**src/rtl/ps2_host_tx.sv**
```systemverilog
// PS/2 host-to-device transmitter: inhibits the bus, issues a request-to-send,
// then shifts one byte plus odd parity out on device-generated clock edges.
module ps2_host_tx #(
    parameter int INHIBIT_CYCLES     = 5000,
    parameter int START_SETUP_CYCLES = 50,
    parameter int TIMEOUT_CYCLES     = 100000
) (
    input  logic       clk,
    input  logic       reset,
    input  logic       ps2c,
    input  logic       ps2d,
    input  logic       send_valid,
    input  logic [7:0] send_data,
    output logic       ready,
    output logic       ps2c_drive_low,
    output logic       ps2d_drive_low,
    output logic       done,
    output logic       ack_error,
    output logic       timeout_error
);

    localparam int PHASE_MAX = (INHIBIT_CYCLES > START_SETUP_CYCLES) ? INHIBIT_CYCLES
                                                                     : START_SETUP_CYCLES;
    localparam int PHASE_W   = $clog2(PHASE_MAX + 1);
    localparam int TIMEOUT_W = $clog2(TIMEOUT_CYCLES + 1);

    localparam logic [PHASE_W-1:0]   INHIBIT_LAST = PHASE_W'(INHIBIT_CYCLES - 1);
    localparam logic [PHASE_W-1:0]   SETUP_LAST   = PHASE_W'(START_SETUP_CYCLES - 1);
    localparam logic [TIMEOUT_W-1:0] TIMEOUT_LAST = TIMEOUT_W'(TIMEOUT_CYCLES - 1);

    typedef enum logic [2:0] {
        IDLE,
        INHIBIT,
        REQ,
        SHIFT,
        WAIT_IDLE
    } stateT;

    stateT                state;
    logic [PHASE_W-1:0]   phaseCnt;
    logic [TIMEOUT_W-1:0] timeoutCnt;
    logic [3:0]           bitCnt;
    logic [7:0]           dataReg;
    logic                 parityBit;
    logic                 ackReg;

    logic ps2cMeta, ps2cSync, ps2cPrev;
    logic ps2dMeta, ps2dSync;

    logic       fallEdge;
    logic [3:0] nextBit;

    assign fallEdge = ps2cPrev & ~ps2cSync;
    assign nextBit  = bitCnt + 4'd1;

    // NOTE: every register here is sequential state, so all updates use <=;
    // reset has priority and returns the lines to the released (idle-high) level.
    always_ff @(posedge clk) begin
        if (reset) begin
            ps2cMeta       <= 1'b1;
            ps2cSync       <= 1'b1;
            ps2cPrev       <= 1'b1;
            ps2dMeta       <= 1'b1;
            ps2dSync       <= 1'b1;
            state          <= IDLE;
            phaseCnt       <= '0;
            timeoutCnt     <= '0;
            bitCnt         <= '0;
            dataReg        <= '0;
            parityBit      <= 1'b0;
            ackReg         <= 1'b0;
            ready          <= 1'b1;
            ps2c_drive_low <= 1'b0;
            ps2d_drive_low <= 1'b0;
            done           <= 1'b0;
            ack_error      <= 1'b0;
            timeout_error  <= 1'b0;
        end else begin
            ps2cMeta <= ps2c;
            ps2cSync <= ps2cMeta;
            ps2cPrev <= ps2cSync;
            ps2dMeta <= ps2d;
            ps2dSync <= ps2dMeta;

            done          <= 1'b0;
            ack_error     <= 1'b0;
            timeout_error <= 1'b0;

            case (state)
                IDLE: begin
                    if (send_valid) begin
                        dataReg        <= send_data;
                        parityBit      <= ~^send_data;
                        ready          <= 1'b0;
                        ps2c_drive_low <= 1'b1;
                        ps2d_drive_low <= 1'b0;
                        phaseCnt       <= '0;
                        state          <= INHIBIT;
                    end
                end

                INHIBIT: begin
                    if (phaseCnt == INHIBIT_LAST) begin
                        phaseCnt       <= '0;
                        ps2d_drive_low <= 1'b1;
                        state          <= REQ;
                    end else begin
                        phaseCnt <= phaseCnt + 1'b1;
                    end
                end

                REQ: begin
                    if (phaseCnt == SETUP_LAST) begin
                        phaseCnt       <= '0;
                        ps2c_drive_low <= 1'b0;
                        bitCnt         <= '0;
                        timeoutCnt     <= '0;
                        state          <= SHIFT;
                    end else begin
                        phaseCnt <= phaseCnt + 1'b1;
                    end
                end

                SHIFT, WAIT_IDLE: begin
                    // Timeout wins over any edge or idle condition seen this cycle.
                    if (timeoutCnt == TIMEOUT_LAST) begin
                        ps2c_drive_low <= 1'b0;
                        ps2d_drive_low <= 1'b0;
                        done           <= 1'b1;
                        timeout_error  <= 1'b1;
                        ready          <= 1'b1;
                        state          <= IDLE;
                    end else begin
                        timeoutCnt <= timeoutCnt + 1'b1;
                        if (state == SHIFT) begin
                            if (fallEdge) begin
                                bitCnt <= nextBit;
                                case (nextBit)
                                    4'd1, 4'd2, 4'd3, 4'd4,
                                    4'd5, 4'd6, 4'd7, 4'd8: ps2d_drive_low <= ~dataReg[bitCnt[2:0]];
                                    4'd9:    ps2d_drive_low <= ~parityBit;
                                    4'd10:   ps2d_drive_low <= 1'b0;
                                    4'd11: begin
                                        ackReg <= ~ps2dSync;
                                        state  <= WAIT_IDLE;
                                    end
                                    default: ps2d_drive_low <= ps2d_drive_low;
                                endcase
                            end
                        end else if (ps2cSync && ps2dSync) begin
                            done      <= 1'b1;
                            ack_error <= ~ackReg;
                            ready     <= 1'b1;
                            state     <= IDLE;
                        end
                    end
                end

                default: state <= IDLE;
            endcase
        end
    end

endmodule

```
**config.mk**
```make
export PLATFORM = sky130hd
export DESIGN_NAME = ps2_host_tx
export DESIGN_NICKNAME = d
export VERILOG_FILES = /design/src/rtl/ps2_host_tx.sv
export SDC_FILE = /design/constraint.sdc
export NUM_CORES = 1
export LEC_CHECK = 0
export CORE_UTILIZATION = 23
export CTS_CLUSTER_SIZE = 20
export DETAILED_ROUTE_END_ITERATION = 10
export GPL_ROUTABILITY_DRIVEN = 0
export PLACE_DENSITY = 0.49
export SLEW_MARGIN = 20
export SYNTH_ARGS = -nofsm -noshare
export SYNTH_HDL_FRONTEND = slang
export SYNTH_SLANG_ARGS = --single-unit
```
**constraint.sdc**
```tcl
create_clock -name clk -period 2.4 [get_ports clk]
set_input_delay 0.24 -clock clk [delete_from_list [all_inputs] [get_ports clk]]
set_output_delay 0.24 -clock clk [all_outputs]
set_load 0.1 [all_outputs]
```
==> results of run 1 <==
## metal layers
| metal | up-vias | share of wire, % | GRT usage, % |
|---|---|---|---|
| met5 | - | 0 | 0 |
| met4 | 0 | 1.3 | 4.47 |
| met3 | 6 | 2.7 | 2.88 |
| met2 | 30 | 46 | 18.1 |
| met1 | 1168 | 50 | 14.1 |
| li1 | 1292 | - | - |
## logic make-up (layout without fill, tap and decap cells)
group	Yosys count	after routing
AND/OR/NAND/NOR	168	168
flip-flops	58	58
AO/OA/AOI/OAI	56	56
XOR/XNOR	33	33
buffers and inverters	22	54
adder cells (fa/ha/maj)	8	8
multiplexers	7	7
## final cells by class
class | count | area share (%)
Inverter | 7 | 0.701
Timing Repair Buffer | 31 | 7.01
Multi-Input combinational cell | 272 | 47.0
Clock inverter | 5 | 2.07
Clock buffer | 11 | 6.48
Sequential cell | 58 | 31.0
Tap cell | 172 | 5.74
## how the worst max path moves through the flow
stage / startpoint / endpoint / slack (ns) / cells after the start
finish: timeoutCnt[0] / state[0] / 0.14 / 7
global route: phaseCnt[0] / state[0] / 0.009 / 7
detailed placement: timeoutCnt[0] / state[0] / 0.11 / 7
floorplan: bitCnt[1] / state[0] / 0.24 / 7
CTS: timeoutCnt[0] / state[0] / 0.1 / 7
global placement: timeoutCnt[0] / state[0] / 0.20 / 7
## repair_timing
item,4_1_cts,5_1_grt
hold buffers,0,0
setup endpoints to repair,0,1
resized for setup,0,1
## registers in the layout, summed over array words and instances (netlist names)
name / count
ps2cSync: 1
ackReg: 1
timeoutCnt: 17
state: 3
ack_error: 1
bitCnt: 4
timeout_error: 1
done: 1
phaseCnt: 13
ready: 1
ps2dMeta: 1
ps2d_drive_low: 1
dataReg: 8
ps2cMeta: 1
ps2cPrev: 1
ps2dSync: 1
parityBit: 1
ps2c_drive_low: 1
## power by group
group	internal, mW	switching (mW)	total, mW
logic	0.308	0.494	0.802
clock network	0.933	0.445	1.38
registers	1.04	0.0664	1.10
## cell usage in the layout, fill, tap and decap left out, types with 5 or more instances in the layout
| master | n |
|---|---|
| dfxtp_1 | 58 |
| nor2_1 | 48 |
| nand2_1 | 40 |
| a21oi_1 | 27 |
| xnor2_1 | 23 |
| buf_4 | 19 |
| nor3_1 | 12 |
| clkdlybuf4s50_1 | 12 |
| xor2_1 | 10 |
| clkbuf_16 | 9 |
| nand4_1 | 8 |
| ha_1 | 8 |
| inv_1 | 7 |
| or2_2 | 7 |
| nand3_1 | 6 |
| o21ai_0 | 6 |
| nand2b_1 | 5 |
| nor4b_1 | 5 |
## metrics by stage
step	area, sq um	power, mW	util, %
global route	3750	3.45	29.5
detailed placement	3430	1.93	26.9
floorplan	3040	1.69	-
global placement	3430	1.92	26.9
CTS	3750	3.33	29.4
finish	3750	3.28	29.5
==> impl_results.md, run 1 <==
- Status: complete, no violations
- Synth top area share: 38.2%
- Seq cells post-synth: 58
- Setup Viol. Count Final: 0
- Commonest cells in the synthesized netlist: dfxtp_1, nor2_1, nand2_1
- CP Max Fanout: 9
- DP HPWL: 5020 microns
- Final net count: 400
- Core area: 0.0127 sq mm
- WHS Path Cells: 1
- Main synth FF type: dfxtp_1
- Clock Skews: 0.00504 ns
- Setup TNS Final: 0 ns
- Most common cell in the netlist: dfxtp_1
- Worst vdd rail ir drop: 0.329 mV
- Synth Area in Adders: 3.30%
- Hold path endpoint: ps2cSync
- DP Worst Slack: 0.112 ns
- Largest net degree at the start of global routing: 19
- Post-CTS Repair Setup Buffers: 0
- Top Ports: 19
- Final Cycle Share: 94.3%
- Syn_nets: 373
- Die outline area: 0.0137 sq mm
- Die height: 117 microns
- Reg area: 0.00116 sq mm
- DR pass1 iterations: 4
- CP delay by family, top: simple AND/OR/NAND/NOR gates
- Post-synthesis mux area share: 3.26%
- Compound-Gate Fraction of Synth Area: 11.3%
- Vias in the first global route: 2,448
- Critical Path RT: 2.61 ns
- Hold Crit Class: reg2reg
- Number of max-cap violations: 0
- TritonCTS clock tree: done
- Mapped Area: 0.00304 sq mm
- Unique masters post-synth: 58
- Rows: 41
- Final WS setup: 0.137 ns
- Layout Cells excl Fill: 556
- Aggregate global-route resource usage: 11.2%
- CP Capture Type: flop
- Arr. time, crit path: 2.47 ns
- RR Endpoint: state[0]
- P&R area growth vs syn: 23.4%
- CP bufs+invs: 0
- Synth Area in XOR/XNOR: 9.52%
- Tmin final: 2.26 ns
- Worst Reg-to-Reg Cells: 7
- R2R Setup Slk: 0.14 ns
- RSZ-0062 raised after global routing: false
- Clk sink count: 58
- Worst slew margin: 61.9%
- Overflow after GRT: 0
- Hold WS: 0.407 ns
- Largest family of logic cells by synthesized area: simple AND/OR/NAND/NOR gates
- Routed via count: 2,496
- Avg WL per Cell: 12.4 microns
- Static Leak: 1.30 nW
- Vias per inst: 4.49
- Die Width: 117 microns
- Fmax: 0.442 GHz
- Share of cells above drive strength 1: 14.6%
- Async set-or-reset flop fraction in the synthesized netlist: 0%
- Clock latency on the worst-skew pair: 0.32 ns
- EDFF count, synth: 0
- Antenna cell count: 0
- Total CTS buffers: 9
- Critical path's largest stage delay: 0.55 ns
- Sequential share of the synthesized area: 38.2%
- Initial drt markers: 141
- Port Buf Inserts: 18
- Syn Inst Count: 352
- DP Cell Count: 540
- Final hold vios: 0
- Synth area leaders: dfxtp_1, xnor2_1, nor2_1
- Post-Synth Simple-Gate Area: 30.6%
- Worst-Margin Slew: 0.567 ns
- Area leader, netlist: dfxtp_1
- Residual DRC: 0
- Clock Path Buffers: 2
- Startpoint type of the worst setup path: flop
- Hold path start: ps2cMeta
- Global-route wire length before repair: 11,800 microns
- Ys Warns: 0
- Reg-to-reg startpoint: timeoutCnt[0]
- Initial Utilization: 23.9%
- Multi-input logic area: 0.00176 sq mm
- Mapped Avg Cell Area: 8.63 sq um
- Reg clk slew, reported paths: 0.05 ns
- Kind of critical path: reg2reg
- ANT nets after route: 0
- Fillcell total: 1,397
- Pwr per Cell Area: 876 mW/mm^2
- Crit-path cells: ha_1 > and4b_1 > nand4_4 > nand2_2 > a21oi_1 > or4_1 > mux2_1
- CTS root buf: clkbuf_16
- Max Slew Vio Count: 0
- Initial antenna violation count: 0
- WL final: 6920 microns
- H-tree Lvls: 3
- Slowest CP cell: or4_1
No activity file was read; power rests on OpenSTA's default activity.
==> run 2, diff against run 1 <==
--- a/config.mk
+++ b/config.mk
@@ -9,7 +9,7 @@
 export CTS_CLUSTER_SIZE = 20
 export DETAILED_ROUTE_END_ITERATION = 10
 export GPL_ROUTABILITY_DRIVEN = 0
-export PLACE_DENSITY = 0.49
+export PLACE_DENSITY = 0.42
 export SLEW_MARGIN = 20
 export SYNTH_ARGS = -nofsm -noshare
 export SYNTH_HDL_FRONTEND = slang
==> run 2 against run 1 <==
Effect of this change:
- critical endpoint unchanged
- largest power group unchanged
- highest routed layer unchanged
- die area is the same
- wire length grew 2.0%
- critical path depth is the same
- total power grew 3.0%
- clock skew grew 0.0015 ns
- combinational power grew 1%
==> impl_results.md, run 2 (same netlist as run 1, synthesis figures left out) <==
- Status: complete, no violations
- CP Max Fanout: 8
- Most common cell after layout, fill and taps aside: dfxtp_1
- Static Leak: 1.32 nW
- Pwr per Cell Area: 891 mW/mm^2
- DR pass1 iterations: 4
- Crit-path cells: ha_1 > and4b_1 > nand4_4 > nand2_1 > a21oi_1 > or4_1 > mux2_1
- Startpoint type of the worst setup path: flop
- DP HPWL: 5400 microns
- Tmin final: 2.29 ns
- Worst vdd rail ir drop: 0.664 mV
- Final WS setup: 0.114 ns
- Clk sink count: 58
- Largest net degree at the start of global routing: 19
- Core area: 0.0127 sq mm
- Hold Crit Class: reg2reg
- Share of cells above drive strength 1: 15.5%
- Worst-Margin Slew: 0.528 ns
- Global-route wire length before repair: 12,300 microns
- Final net count: 403
- Aggregate global-route resource usage: 11.9%
- Clock latency on the worst-skew pair: 0.33 ns
- Layout Cells excl Fill: 559
- Routed via count: 2,478
- WL final: 7060 microns
- Number of max-cap violations: 0
- Critical Path RT: 2.61 ns
- Max Slew Vio Count: 0
- Die height: 117 microns
- Final Cycle Share: 95.3%
- Commonest non-fill, non-tap cells in the layout: dfxtp_1, nor2_1, nand2_1, a21oi_1, xnor2_1
- Arr. time, crit path: 2.50 ns
- Die Width: 117 microns
- Clock Path Buffers: 2
- CP delay by family, top: simple AND/OR/NAND/NOR gates
- CP bufs+invs: 0
- Total power: 3.38 mW
- Kind of critical path: reg2reg
- Initial drt markers: 80
- CP Capture Type: flop
- Antenna cell count: 0
- Total CTS buffers: 9
- DP Worst Slack: 0.130 ns
- CTS root buf: clkbuf_16
- Avg WL per Cell: 12.6 microns
- Post-DP Area: 0.00345 sq mm
- P&R area growth vs syn: 25.1%
- Slowest CP cell: or4_1
- Initial antenna violation count: 0
- Reg clk slew, reported paths: 0.05 ns
- H-tree Lvls: 3
- Biggest register: timeoutCnt
- Top Ports: 19
- Port Buf Inserts: 18
- Setup TNS Final: 0 ns
- DP Cell Count: 543
- Die outline area: 0.0137 sq mm
- Vias per inst: 4.43
- Fmax: 0.437 GHz
- Worst slew margin: 64.8%
- Setup Viol. Count Final: 0
- Final Cell Area: 0.00380 sq mm
- Final hold vios: 0
- TritonCTS clock tree: done
- Critical path's largest stage delay: 0.57 ns
- Clock Skews: 0.00652 ns
- Final core utilization: 29.8%
- Rows: 41
- Vias in the first global route: 2,505
- RSZ-0062 raised after global routing: false
- ANT nets after route: 0
- Hold WS: 0.409 ns
- Overflow after GRT: 0
- Post-CTS Repair Setup Buffers: 0
- Max FFs per register: 17
- Top Registers: timeoutCnt x17, phaseCnt x13, dataReg x8
- Initial Utilization: 23.9%
- Residual DRC: 0
run 2: report_power, final:
group | switching, mW | internal [mW] | leakage [nW] | total, mW
Clock | 0.461 | 1.01 | 0.158 | 1.47
Combinational | 0.497 | 0.315 | 0.687 | 0.812
Sequential | 0.0631 | 1.04 | 0.471 | 1.10
run 2: layer usage:
| layer | part of all wire (%) | GRT usage, % | up-vias |
|---|---|---|---|
| met2 | 46 | 19.1 | 22 |
| met4 | 1.9 | 4.89 | 0 |
| met3 | 3.1 | 3.45 | 9 |
| met5 | 0 | 0 | - |
| met1 | 49 | 14.9 | 1157 |
| li1 | - | - | 1290 |
run 2: cell type report:
type                    instances  area, sq um
fillers                      1405         8920
multi-input cells             272         1770
flip-flops and latches         58         1160
repair buffers                 34          285
clock buffers                   9          225
well taps                     172          215
clock inverters                 7          118
inverters                       7         26.3
run 2: final timing paths:
path,startpoint,end,slack [ns],cells past startpoint
setup reg to reg,timeoutCnt[0],state[0],0.11,7
hold reg to reg,ps2dMeta,ps2dSync,0.41,1
setup / recovery,timeoutCnt[0],state[0],0.11,7
hold / removal,ps2dMeta,ps2dSync,0.41,1
run 2: repair_timing:
action / in CTS / in global routing
endpoints found under the setup margin: 0 / 1
resized for setup: 0 / 1
hold buffers: 0 / 0
hold endpoints to repair: 0 / 0
==> run 3, diff against run 2 <==
--- a/config.mk
+++ b/config.mk
@@ -9,6 +9,7 @@
 export CTS_CLUSTER_SIZE = 20
 export DETAILED_ROUTE_END_ITERATION = 10
 export GPL_ROUTABILITY_DRIVEN = 0
+export MAX_ROUTING_LAYER = met4
 export PLACE_DENSITY = 0.42
 export SLEW_MARGIN = 20
 export SYNTH_ARGS = -nofsm -noshare
==> constraint.sdc (replaced) <==
create_clock -name clk -period 2.22 [get_ports clk]
set_input_delay 0.222 -clock clk [delete_from_list [all_inputs] [get_ports clk]]
set_output_delay 0.222 -clock clk [all_outputs]
set_load 0.1 [all_outputs]
==> run 3 against run 2 <==
Effect of this change:
- first-iteration DRC count grew 66%
- clock skew shrank 0.0019 ns
- global-route usage grew 0.55 points
- sequential cell count is the same
- highest routed layer unchanged
==> impl_results.md, run 3 (same netlist as run 1, synthesis figures left out) <==
- Avg WL per Cell: 12.9 microns
- Max Slew Vio Count: 0
- Total CTS buffers: 9
- Clk sink count: 58
- Rows: 41
- P&R area growth vs syn: 28.1%
- Hold path start: ps2cMeta
- Share of cells above drive strength 1: 18.7%
- Hold path endpoint: ps2cSync
- RSZ-0062 raised after global routing: true
- Hold WS: 0.414 ns
- Vias per inst: 4.42
- Post-DP Area: 0.00352 sq mm
- Status: complete, no violations
- Setup TNS Final: 0 ns
- RR Endpoint: state[0]
- Most common cell after layout, fill and taps aside: dfxtp_1
- Overflow after GRT: 0
- WL final: 7330 microns
- Largest net degree at the start of global routing: 29
- Worst slew margin: 64.3%
- Setup Viol. Count Final: 0
- Vias in the first global route: 2,435
- Static Leak: 1.36 nW
- CP Capture Type: flop
- Routed via count: 2,507
- Clock latency on the worst-skew pair: 0.33 ns
- Crit-path cells: nor4_4 > nand4_1 > nand2_1 > nand2b_1 > or4_1 > mux2_1
- CP delay by family, top: simple AND/OR/NAND/NOR gates
- Initial Utilization: 23.9%
- CTS root buf: clkbuf_16
- Global-route wire length before repair: 12,400 microns
- Final Cycle Share: 97.5%
- ANT nets after route: 0
- Top Ports: 19
- CP Max Fanout: 4
- Number of max-cap violations: 0
- Max FFs per register: 17
- Slowest CP cell: or4_1
- Critical Path RT: 2.43 ns
- DP Cell Count: 551
- Port Buf Inserts: 18
- Commonest non-fill, non-tap cells in the layout: dfxtp_1, nor2_1, nand2_1, buf_4, a21oi_1
- Biggest register: timeoutCnt
- WHS Path Cells: 1
- Final net count: 411
- Antenna cell count: 0
- Clock Skews: 0.00464 ns
- Reg area: 0.00116 sq mm
- Reg clk slew, reported paths: 0.05 ns
- Startpoint type of the worst setup path: flop
- DR pass1 iterations: 4
- Residual DRC: 0
- Clock Path Buffers: 2
- First element of the critical path: phaseCnt[3]
- Final core utilization: 30.6%
- CP bufs+invs: 0
- H-tree Lvls: 3
- Critical path's largest stage delay: 0.56 ns
- Fillcell total: 1,424
- Reg-to-reg startpoint: phaseCnt[3]
- Arr. time, crit path: 2.37 ns
- Die outline area: 0.0137 sq mm
- R2R Setup Slk: 0.06 ns
- Worst Reg-to-Reg Cells: 6
- Hold Crit Class: reg2reg
- Initial antenna violation count: 0
- Die Width: 117 microns
- Final hold vios: 0
- Multi-input logic area: 0.00181 sq mm
- TritonCTS clock tree: done
- Pwr per Cell Area: 922 mW/mm^2
- Worst-Margin Slew: 0.535 ns
- Fmax: 0.462 GHz
- Die height: 117 microns
- Top Registers: timeoutCnt x17, phaseCnt x13, dataReg x8
- Final Cell Area: 0.00389 sq mm
- DP HPWL: 5370 microns
- Kind of critical path: reg2reg
- Core area: 0.0127 sq mm
- Tmin final: 2.16 ns
- Worst vdd rail ir drop: 0.410 mV
- Aggregate global-route resource usage: 12.4%
- Layout Cells excl Fill: 567
- Initial drt markers: 133
[run 3: worst reg2reg max path: stages, from the launching register on]
cell	delay (ns)
dfxtp_1	0.37
nor4_4	0.39
nand4_1	0.20
nand2_1	0.13
nand2b_1	0.08
or4_1	0.56
mux2_1	0.33
[run 3: area by class of cell]
type / instances / area share [%]
multi-input cells: 272 / 46.5
clock inverters: 1 / 0.772
clock buffers: 15 / 7.40
inverters: 7 / 0.676
repair buffers: 42 / 9.20
flip-flops and latches: 58 / 29.9
well taps: 172 / 5.53
[run 3: how the worst max path moves through the flow]
stage               endpoint  slack [ns]  depth (start not counted)
finish              state[0]        0.06                          6
global route        state[0]       -0.04                          6
CTS                 state[0]        0.02                          7
detailed placement  state[0]        0.03                          7
global placement    state[0]        0.08                          7
floorplan           state[0]        0.06                          7
[run 3: power breakdown]
part / switching (mW) / internal, mW
logic: 0.570 / 0.371
registers: 0.0617 / 1.13
clock network: 0.465 / 0.991
total: 1.10 / 2.49
[run 3: metrics by stage]
stage,setup slack (ns),power [mW]
2_1_floorplan,0.0553,1.83
3_3_place_gp,0.0819,2.13
3_5_place_dp,0.0283,2.13
4_1_cts,0.0157,3.62
5_1_grt,-0.0401,3.79
6_report,0.0556,3.58
[run 3: layer usage]
layer  up-vias  GRT usage (%)  part of all wire, %
li1       1310              -                    -
met3         9           3.55                  4.4
met1      1160           16.7                   52
met5         -              -                    0
met4         0           4.30                  1.4
met2        28           17.6                   42
[run 3: what timing repair did]
action | in CTS | in global routing
setup endpoints to repair | 0 | 4
hold buffers | 0 | 0
setup buffers | 0 | 0
resized for setup | 0 | 11
